## src/rtl/dbgu_pkg.sv

```systemverilog
// Shared constants for the UART debug command engine: command/response codes,
// FSM state encoding and small width/byte helpers.
package dbgu_pkg;

    localparam logic [7:0] CMD_SET_ADDR = 8'h01;
    localparam logic [7:0] CMD_WRITE    = 8'h02;
    localparam logic [7:0] CMD_READ     = 8'h03;
    localparam logic [7:0] CMD_BURST    = 8'h04;

    localparam logic [7:0] RSP_ACK = 8'hAA;
    localparam logic [7:0] RSP_NAK = 8'hEE;

    typedef logic [2:0] state_t;
    localparam state_t ST_IDLE = 3'd0;
    localparam state_t ST_ARGS = 3'd1;
    localparam state_t ST_MEM  = 3'd2;
    localparam state_t ST_TXD  = 3'd3;
    localparam state_t ST_RESP = 3'd4;

    // Byte-index width able to count 0..nb (one past the last lane).
    function automatic int idx_w(input int nb);
        return $clog2(nb) + 1;
    endfunction

    function automatic logic [7:0] byte_lane(input logic [63:0] w, input int i);
        return w[i*8 +: 8];
    endfunction

endpackage

```

## src/rtl/dbgu_if.sv

```systemverilog
// Byte stream (UART side) and memory bus signals of the debug engine.
interface dbgu_if #(
    parameter int ADDR_W = 32,
    parameter int DATA_W = 32
);
    logic [7:0]        rx_data;
    logic              rx_valid;
    logic              rx_ready;
    logic [7:0]        tx_data;
    logic              tx_valid;
    logic              tx_ready;
    logic [ADDR_W-1:0] mem_adr;
    logic [DATA_W-1:0] mem_wdata;
    logic              mem_we;
    logic              mem_re;
    logic [DATA_W-1:0] mem_rdata;
    logic              mem_rdy;
    logic              busy;

    modport slave (
        input  rx_data, rx_valid, tx_ready, mem_rdata, mem_rdy,
        output rx_ready, tx_data, tx_valid, mem_adr, mem_wdata, mem_we, mem_re, busy
    );

    modport master (
        output rx_data, rx_valid, tx_ready, mem_rdata, mem_rdy,
        input  rx_ready, tx_data, tx_valid, mem_adr, mem_wdata, mem_we, mem_re, busy
    );
endinterface

```

## src/rtl/dbgu_shreg.sv

```systemverilog
// Byte-lane assembly register: gathers little-endian bytes into a word (i_wr)
// or holds a loaded word while a byte index walks its lanes (i_adv).
module dbgu_shreg
    import dbgu_pkg::*;
#(
    parameter int W = 32
) (
    input  logic                     clk,
    input  logic                     reset,
    input  logic                     i_clr,
    input  logic                     i_load,
    input  logic                     i_wr,
    input  logic                     i_adv,
    input  logic [W-1:0]             i_word,
    input  logic [7:0]               i_byte,
    output logic [W-1:0]             o_word,
    output logic [idx_w(W/8)-1:0]    o_idx
);
    localparam int NB = W / 8;
    localparam int IW = idx_w(NB);

    logic [W-1:0]  r_word;
    logic [IW-1:0] r_idx;

    // NOTE: non-blocking (<=) for every flop so all updates see pre-edge values.
    always_ff @(posedge clk or posedge reset) begin
        if (reset) begin
            r_word <= '0;
            r_idx  <= '0;
        end else if (i_load) begin
            r_word <= i_word;
            r_idx  <= '0;
        end else if (i_clr) begin
            r_word <= '0;
            r_idx  <= '0;
        end else if (i_wr) begin
            for (int i = 0; i < NB; i++) begin
                if (r_idx == IW'(i)) r_word[i*8 +: 8] <= i_byte;
            end
            r_idx <= r_idx + 1'b1;
        end else if (i_adv) begin
            r_idx <= r_idx + 1'b1;
        end
    end

    assign o_word = r_word;
    assign o_idx  = r_idx;
endmodule

```

## src/rtl/dbgu_core.sv

```systemverilog
// UART debug command engine: decodes host bytes into pointer loads and single
// or burst word accesses at an auto-incrementing pointer; NAKs unknown bytes.
module dbgu_core
    import dbgu_pkg::*;
#(
    parameter int ADDR_W      = 32,
    parameter int DATA_W      = 32,
    parameter int TIMEOUT_CYC = 1000000
) (
    input logic   clk,
    input logic   reset,
    dbgu_if.slave bus
);
    localparam int NB_A  = ADDR_W / 8;
    localparam int NB_D  = DATA_W / 8;
    localparam int ARG_W = (ADDR_W > DATA_W) ? ADDR_W : DATA_W;
    localparam int IW_A  = idx_w(ARG_W / 8);
    localparam int IW_D  = idx_w(NB_D);
    localparam int TMO_W = $clog2(TIMEOUT_CYC) + 1;

    state_t            r_state;
    logic [7:0]        r_cmd;
    logic [7:0]        r_rsp;
    logic [ADDR_W-1:0] r_ptr;
    logic [8:0]        r_cnt;
    logic [TMO_W-1:0]  r_tmo;
    logic              r_re;
    logic              r_we;

    logic              w_rx_fire;
    logic              w_tx_fire;
    logic              w_arg_last;
    logic              w_rd_last;
    logic [IW_A-1:0]   w_nargs;
    logic [IW_A-1:0]   w_arg_idx;
    logic [IW_D-1:0]   w_rd_idx;
    logic [ARG_W-1:0]  w_arg_word;
    logic [DATA_W-1:0] w_rd_word;

    assign bus.rx_ready  = (r_state == ST_IDLE) || (r_state == ST_ARGS);
    assign bus.tx_valid  = (r_state == ST_TXD) || (r_state == ST_RESP);
    assign bus.tx_data   = (r_state == ST_TXD) ? byte_lane(64'(w_rd_word), int'(w_rd_idx)) : r_rsp;
    assign bus.mem_adr   = r_ptr;
    assign bus.mem_wdata = w_arg_word[DATA_W-1:0];
    assign bus.mem_we    = r_we;
    assign bus.mem_re    = r_re;
    assign bus.busy      = (r_state != ST_IDLE);

    assign w_rx_fire = bus.rx_valid && bus.rx_ready;
    assign w_tx_fire = bus.tx_valid && bus.tx_ready;

    // NOTE: default assignment first so no path through the case infers a latch.
    always_comb begin
        w_nargs = IW_A'(1);
        case (r_cmd)
            CMD_SET_ADDR: w_nargs = IW_A'(NB_A);
            CMD_WRITE:    w_nargs = IW_A'(NB_D);
            default:      w_nargs = IW_A'(1);
        endcase
    end

    assign w_arg_last = (w_arg_idx == w_nargs - 1'b1);
    assign w_rd_last  = (w_rd_idx == IW_D'(NB_D - 1));

    dbgu_shreg #(.W(ARG_W)) u_arg (
        .clk    (clk),
        .reset  (reset),
        .i_clr  ((r_state == ST_IDLE) && w_rx_fire),
        .i_load (1'b0),
        .i_wr   ((r_state == ST_ARGS) && w_rx_fire),
        .i_adv  (1'b0),
        .i_word ('0),
        .i_byte (bus.rx_data),
        .o_word (w_arg_word),
        .o_idx  (w_arg_idx)
    );

    dbgu_shreg #(.W(DATA_W)) u_rd (
        .clk    (clk),
        .reset  (reset),
        .i_clr  (1'b0),
        .i_load ((r_state == ST_MEM) && r_re && bus.mem_rdy),
        .i_wr   (1'b0),
        .i_adv  ((r_state == ST_TXD) && w_tx_fire),
        .i_word (bus.mem_rdata),
        .i_byte (8'd0),
        .o_word (w_rd_word),
        .o_idx  (w_rd_idx)
    );

    always_ff @(posedge clk or posedge reset) begin
        if (reset) begin
            r_state <= ST_IDLE;
            r_cmd   <= '0;
            r_rsp   <= '0;
            r_ptr   <= '0;
            r_cnt   <= '0;
            r_tmo   <= '0;
            r_re    <= 1'b0;
            r_we    <= 1'b0;
        end else begin
            case (r_state)
                ST_IDLE: if (w_rx_fire) begin
                    r_cmd <= bus.rx_data;
                    r_tmo <= '0;
                    case (bus.rx_data)
                        CMD_SET_ADDR, CMD_WRITE, CMD_BURST: r_state <= ST_ARGS;
                        CMD_READ: begin
                            r_cnt   <= 9'd1;
                            r_state <= ST_MEM;
                        end
                        default: begin
                            r_rsp   <= RSP_NAK;
                            r_state <= ST_RESP;
                        end
                    endcase
                end
                ST_ARGS: if (w_rx_fire) begin
                    r_tmo <= '0;
                    if (w_arg_last) begin
                        case (r_cmd)
                            CMD_SET_ADDR: begin
                                r_rsp   <= RSP_ACK;
                                r_state <= ST_RESP;
                            end
                            CMD_WRITE: r_state <= ST_MEM;
                            default: begin
                                r_cnt   <= (bus.rx_data == 8'd0) ? 9'd256 : {1'b0, bus.rx_data};
                                r_state <= ST_MEM;
                            end
                        endcase
                    end
                end else if (r_tmo == TMO_W'(TIMEOUT_CYC - 1)) begin
                    r_state <= ST_IDLE;
                end else begin
                    r_tmo <= r_tmo + 1'b1;
                end
                // First MEM cycle raises the request; it drops on the edge that sees mem_rdy.
                ST_MEM: if (!r_re && !r_we) begin
                    if (r_cmd == CMD_WRITE) r_we <= 1'b1;
                    else                    r_re <= 1'b1;
                end else if (bus.mem_rdy) begin
                    r_re  <= 1'b0;
                    r_we  <= 1'b0;
                    r_ptr <= r_ptr + ADDR_W'(NB_D);
                    if (r_we) begin
                        r_rsp   <= RSP_ACK;
                        r_state <= ST_RESP;
                    end else begin
                        r_state <= ST_TXD;
                    end
                end
                ST_TXD: if (w_tx_fire && w_rd_last) begin
                    if (r_cnt == 9'd1) begin
                        r_state <= ST_IDLE;
                    end else begin
                        r_cnt   <= r_cnt - 9'd1;
                        r_state <= ST_MEM;
                    end
                end
                ST_RESP: if (w_tx_fire) begin
                    if (r_cmd == CMD_SET_ADDR) r_ptr <= w_arg_word[ADDR_W-1:0];
                    r_state <= ST_IDLE;
                end
                default: r_state <= ST_IDLE;
            endcase
        end
    end
endmodule

```

## src/flat_wrapper.sv

```systemverilog
// flat-port wrapper written by rule: the top's interface ports become plain ports
module dbgu_core_flat import dbgu_pkg::*;
#(
    parameter int ADDR_W      = 32,
    parameter int DATA_W      = 32,
    parameter int TIMEOUT_CYC = 1000000
)
  (clk, reset, bus_rx_data, bus_rx_valid, bus_tx_ready, bus_mem_rdata, bus_mem_rdy, bus_rx_ready, bus_tx_data, bus_tx_valid, bus_mem_adr, bus_mem_wdata, bus_mem_we, bus_mem_re, bus_busy);
  dbgu_if #(.ADDR_W(ADDR_W), .DATA_W(DATA_W)) bus_i ();
  input logic clk;
  input logic reset;
  input wire logic [$bits(bus_i.rx_data)-1:0] bus_rx_data;
  input wire logic [$bits(bus_i.rx_valid)-1:0] bus_rx_valid;
  input wire logic [$bits(bus_i.tx_ready)-1:0] bus_tx_ready;
  input wire logic [$bits(bus_i.mem_rdata)-1:0] bus_mem_rdata;
  input wire logic [$bits(bus_i.mem_rdy)-1:0] bus_mem_rdy;
  output wire logic [$bits(bus_i.rx_ready)-1:0] bus_rx_ready;
  output wire logic [$bits(bus_i.tx_data)-1:0] bus_tx_data;
  output wire logic [$bits(bus_i.tx_valid)-1:0] bus_tx_valid;
  output wire logic [$bits(bus_i.mem_adr)-1:0] bus_mem_adr;
  output wire logic [$bits(bus_i.mem_wdata)-1:0] bus_mem_wdata;
  output wire logic [$bits(bus_i.mem_we)-1:0] bus_mem_we;
  output wire logic [$bits(bus_i.mem_re)-1:0] bus_mem_re;
  output wire logic [$bits(bus_i.busy)-1:0] bus_busy;
  assign bus_i.rx_data = bus_rx_data;
  assign bus_i.rx_valid = bus_rx_valid;
  assign bus_i.tx_ready = bus_tx_ready;
  assign bus_i.mem_rdata = bus_mem_rdata;
  assign bus_i.mem_rdy = bus_mem_rdy;
  assign bus_rx_ready = bus_i.rx_ready;
  assign bus_tx_data = bus_i.tx_data;
  assign bus_tx_valid = bus_i.tx_valid;
  assign bus_mem_adr = bus_i.mem_adr;
  assign bus_mem_wdata = bus_i.mem_wdata;
  assign bus_mem_we = bus_i.mem_we;
  assign bus_mem_re = bus_i.mem_re;
  assign bus_busy = bus_i.busy;
  dbgu_core #(.ADDR_W(ADDR_W), .DATA_W(DATA_W), .TIMEOUT_CYC(TIMEOUT_CYC)) u_core (.clk(clk), .reset(reset), .bus(bus_i));
endmodule
```

## config.mk

```make
export PLATFORM = sky130hd
export DESIGN_NAME = dbgu_core_flat
export DESIGN_NICKNAME = d
export VERILOG_FILES = /design/src/rtl/dbgu_pkg.sv /design/src/rtl/dbgu_if.sv /design/src/rtl/dbgu_shreg.sv /design/src/rtl/dbgu_core.sv /design/src/flat_wrapper.sv
export SDC_FILE = /design/constraint.sdc
export NUM_CORES = 1
export LEC_CHECK = 0
export CORE_AREA = 2 2 122 124
export CTS_BUF_LIST = sky130_fd_sc_hd__clkbuf_8
export CTS_CLUSTER_DIAMETER = 150
export CTS_CLUSTER_SIZE = 10
export DETAILED_ROUTE_END_ITERATION = 6
export DIE_AREA = 0 0 124 126
export GPL_TIMING_DRIVEN = 0
export PLACE_DENSITY_LB_ADDON = 0.15
export SLEW_MARGIN = 20
export SYNTH_ARGS = -nofsm -noshare
export SYNTH_HDL_FRONTEND = slang
export SYNTH_SLANG_ARGS = --single-unit
```

## constraint.sdc

```tcl
create_clock -name clk -period 5.8 [get_ports clk]
set_clock_uncertainty 0.2 [all_clocks]
set_input_delay 0.58 -clock clk [delete_from_list [all_inputs] [get_ports clk]]
set_output_delay 0.58 -clock clk [all_outputs]
set_load 0.01 [all_outputs]
```

==> key figures <==
Status
  • Outcome: finished clean

Min path
  • WHS Path Cells: 1
  • Hold EP: u_core.r_rsp[5]$_DFFE_PP0P_
  • HP Start: u_core.r_rsp[5]$_DFFE_PP0P_
  • Worst hold path class: flip-flop to flip-flop

Floorplanning
  • Chip height: 126 um
  • Rows: 44
  • Die area: roughly 0.016 sq mm
  • Initial Util: 0.537
  • Chip Width: between 100 and 150 um
  • IO Pins: about 120
  • Core area: 0.0143 sq mm

Synthesis
  • Syn avg cell area: between 9 and 10 sq um
  • Largest area contributor in the netlist: dfrtp_1
  • EDFF count, synth: 0
  • Async SR Flop Fraction: 1.00
  • Ys Warns: 0
  • Net Count, Synth: between 800 and 900
  • Top FF cell, synth: dfrtp_1
  • #FFs+latches synth: 147
  • Count leader, synth: dfrtp_1
  • Register area share after synthesis: 0.479
  • Mapped Area: ~0.0077 sq mm
  • Gate Count Post-Synth: ~780
  • Synth area leaders: dfrtp_1, mux2_2, nand2_1, a21oi_1, o21ai_0
  • Most frequent cells after synthesis: dfrtp_1, nand2_1, a21oi_1
  • Top cell type's share of synthesized area: 0.479
  • Library cells used by synthesis: between 70 and 80

Detailed routing
  • Post-route DRC: 0
  • Routed WL: around 22000 um
  • Routed WL per cell: approximately 20 um
  • Post-route ant nets: 0
  • Iteration count of the initial detailed-routing pass: 5
  • Initial DRC count: slightly above 600
  • Via density: 6.34
  • Via Count: 7085

Critical path
  • Slowest cell on the critical path: clkdlybuf4s50_1
  • Critical Path Source Type: flip-flop
  • CP Class: flip-flop to primary output
  • Delay-heaviest family, CP: buffers and inverters
  • CP required: roughly 5.0 ns
  • Critical path capture point type: primary output
  • R2R cell count: 7
  • Buf+Inv Stages, Crit Path: 3
  • CP Max Fanout: 10
  • Worst r2r dst: u_core.r_tmo[19]$_DFFE_PP0P_
  • Worst R2R Setup Slack: 2.68 ns
  • Origin of the critical flop-to-flop path: u_core.r_state[2]$_DFFE_PP0P_
  • CP peak stage delay: 0.56 ns
  • Cell Chain, Critical Path: clkbuf_1 > nand3b_1 > clkbuf_1 > nand2_1 > nand2_1 > clkdlybuf4s50_1
  • Critical path arrival: 2.92 ns

Placement
  • Dpl hpwl: approximately 16000 um
  • Placed cell count: ~1100
  • Routability cong.: around 0.93
  • Placement Cell Area: 0.00913 sq mm
  • I/O Buffers: around 120

Finish
  • N_diodes: 0
  • Area grow syn2layout: 24.0%
  • Area occupied by registers: 0.00368 sq mm
  • Number of fill cells: 1169
  • Finished Layout Cells: between 1000 and 1500
  • Net total in the final layout: 977
  • Share of cells above drive strength 1: 0.109
  • Design Area, Final: between 0.009 and 0.01 sq mm
  • Util after Layout: 0.665
  • Multi-input combinational cell area: around 0.0037 sq mm

CTS
  • Setup Buffers After CTS: 0
  • Num CTS Buffers: 17
  • Post-cts repair resize count: 0
  • CTS Hold Bufs: 0
  • Clk root buf: clkbuf_8
  • CTS max path bufs: 2
  • CTS tree: yes
  • Clk Latency, worst-skew pair: roughly 0.46 ns
  • CTS sink cnt: approximately 150
  • H-tree depth: 4
  • Worst-path clk slew: approximately 0.09 ns

Timing
  • Worst rel slew slack: 0.413
  • Worst-margin pin slew: about 0.9 ns
  • Final setup viols: 0
  • Max Slew Vio Count: 0
  • FMAX: roughly 270 MHz
  • Unrepaired setup endpoints after global routing: false
  • Final Hold Viols: 0
  • Setup TNS Final: 0 ns
  • Period utilization: 0.638
  • Post-route minimum period: between 3 and 4 ns

Pwr
  • Leakage: roughly 3.9 nW
  • Cell Pwr Density: 452 mW/mm^2
  • Worst vdd ir: approximately 0.00020 V
  • Total Power: around 0.0043 W

Global route
  • Grt ovf: 0
  • Vias in the first global route: around 6700
  • Largest net degree at the start of global routing: around 110
  • Initial antenna violation count: 0
  • Tot GR Track Use: 0.300
  • First-pass GRT wire length: 35900 um

Job
  • Total of max-cap violations: 0
## per-stage QoR
step           worst slack, ns  hold slack (ns)
2_1_floorplan             1.07            0.233
3_3_place_gp            -0.841            0.250
3_5_place_dp              2.08            0.253
4_1_cts                   2.12            0.277
5_1_grt                   1.92            0.307
6_report                  2.10            0.282
## kinds of logic after synthesis
| logic type | after synthesis | synth area share |
|---|---|---|
| and+or+nand+nor | 285 | 0.194 |
| AOI/OAI and AO/OA | 211 | 0.174 |
| DFF | 147 | 0.479 |
| buffers and inverters | 67 | 0.0342 |
| muxes | 59 | 0.0974 |
| adders and majority gates | 11 | 0.0179 |
| xor gates and xnor gates | 3 | 0.00342 |
## power by group
part           switching, W  internal, W  total (W)
sequential         0.000354      0.00133    0.00169
combinational      0.000979     0.000834    0.00181
clock              0.000441     0.000363   0.000804
total               0.00177      0.00253    0.00430
## placed cells by master (no fill, tap or decap), types with 14 or more instances in the layout
| cell type | count |
|---|---|
| nor4_1 | 14 |
| nand3_1 | 28 |
| dfrtp_1 | 147 |
| a31oi_1 | 15 |
| mux2_2 | 37 |
| o21ai_0 | 49 |
| clkbuf_8 | 18 |
| clkdlybuf4s50_1 | 118 |
| a21oi_1 | 52 |
| nor2_1 | 44 |
| clkbuf_1 | 40 |
| nand2_1 | 91 |
| nor3_1 | 14 |
| inv_1 | 18 |
| o21ai_1 | 19 |
| nand4_1 | 14 |
## worst max path at each step
stage	from	end	cells past startpoint
2_1_floorplan	reset	u_core.bus.mem_adr[0]$_DFFE_PP0P_	1
3_3_place_gp	reset	u_core.r_tmo[7]$_DFFE_PP0P_	2
3_5_place_dp	bus_rx_valid	u_core.r_tmo[19]$_DFFE_PP0P_	8
4_1_cts	u_core.r_state[2]$_DFFE_PP0P_	bus_tx_data[7]	6
5_1_grt	u_core.r_state[2]$_DFFE_PP0P_	bus_tx_data[5]	6
6_report	u_core.r_state[2]$_DFFE_PP0P_	bus_tx_data[7]	6
## layer usage
| metal | vias up | routed length [um] | global-route usage |
|---|---|---|---|
| met2 | 365 | 10400 | 0.452 |
| met4 | 0 | 529 | 0.0958 |
| met1 | 3462 | 9690 | 0.429 |
| li1 | 3212 | - | - |
| met3 | 46 | 1880 | 0.0725 |
| met5 | - | 0 | 0 |
## worst register-to-register path: cells and delay by family, from the launching register on
family / cells / cell delay [ns]
flops: 1 / 0.44
simple gates: 2 / 1.19
compound gates: 2 / 0.47
buf+inv: 2 / 0.49
mux: 1 / 0.24
## sequential cells by signal, indices dropped and copies added, names as in the netlist
| register | count |
|---|---|
| u_core.r_rsp | 2 |
| u_core.bus.mem_we | 1 |
| u_core.bus.mem_re | 1 |
| u_core.r_tmo | 21 |
| u_core.r_state | 3 |
| u_core.u_rd.o_word | 32 |
| u_core.u_arg.o_word | 32 |
| u_core.u_rd.o_idx | 3 |
| u_core.bus.mem_adr | 32 |
| u_core.r_cnt | 9 |
| u_core.u_arg.o_idx | 3 |
| u_core.r_cmd | 8 |
## final cells by class
| cell class | instances | share of cell area |
|---|---|---|
| clock inverters | 14 | 0.0150 |
| well taps | 184 | 0.0242 |
| flip-flops and latches | 147 | 0.386 |
| multi-input cells | 569 | 0.393 |
| clock buffers | 18 | 0.0260 |
| inverters | 20 | 0.00867 |
| plain buffers | 47 | 0.0197 |
| repair buffers | 119 | 0.127 |
Power figures use the tool's default switching activity.
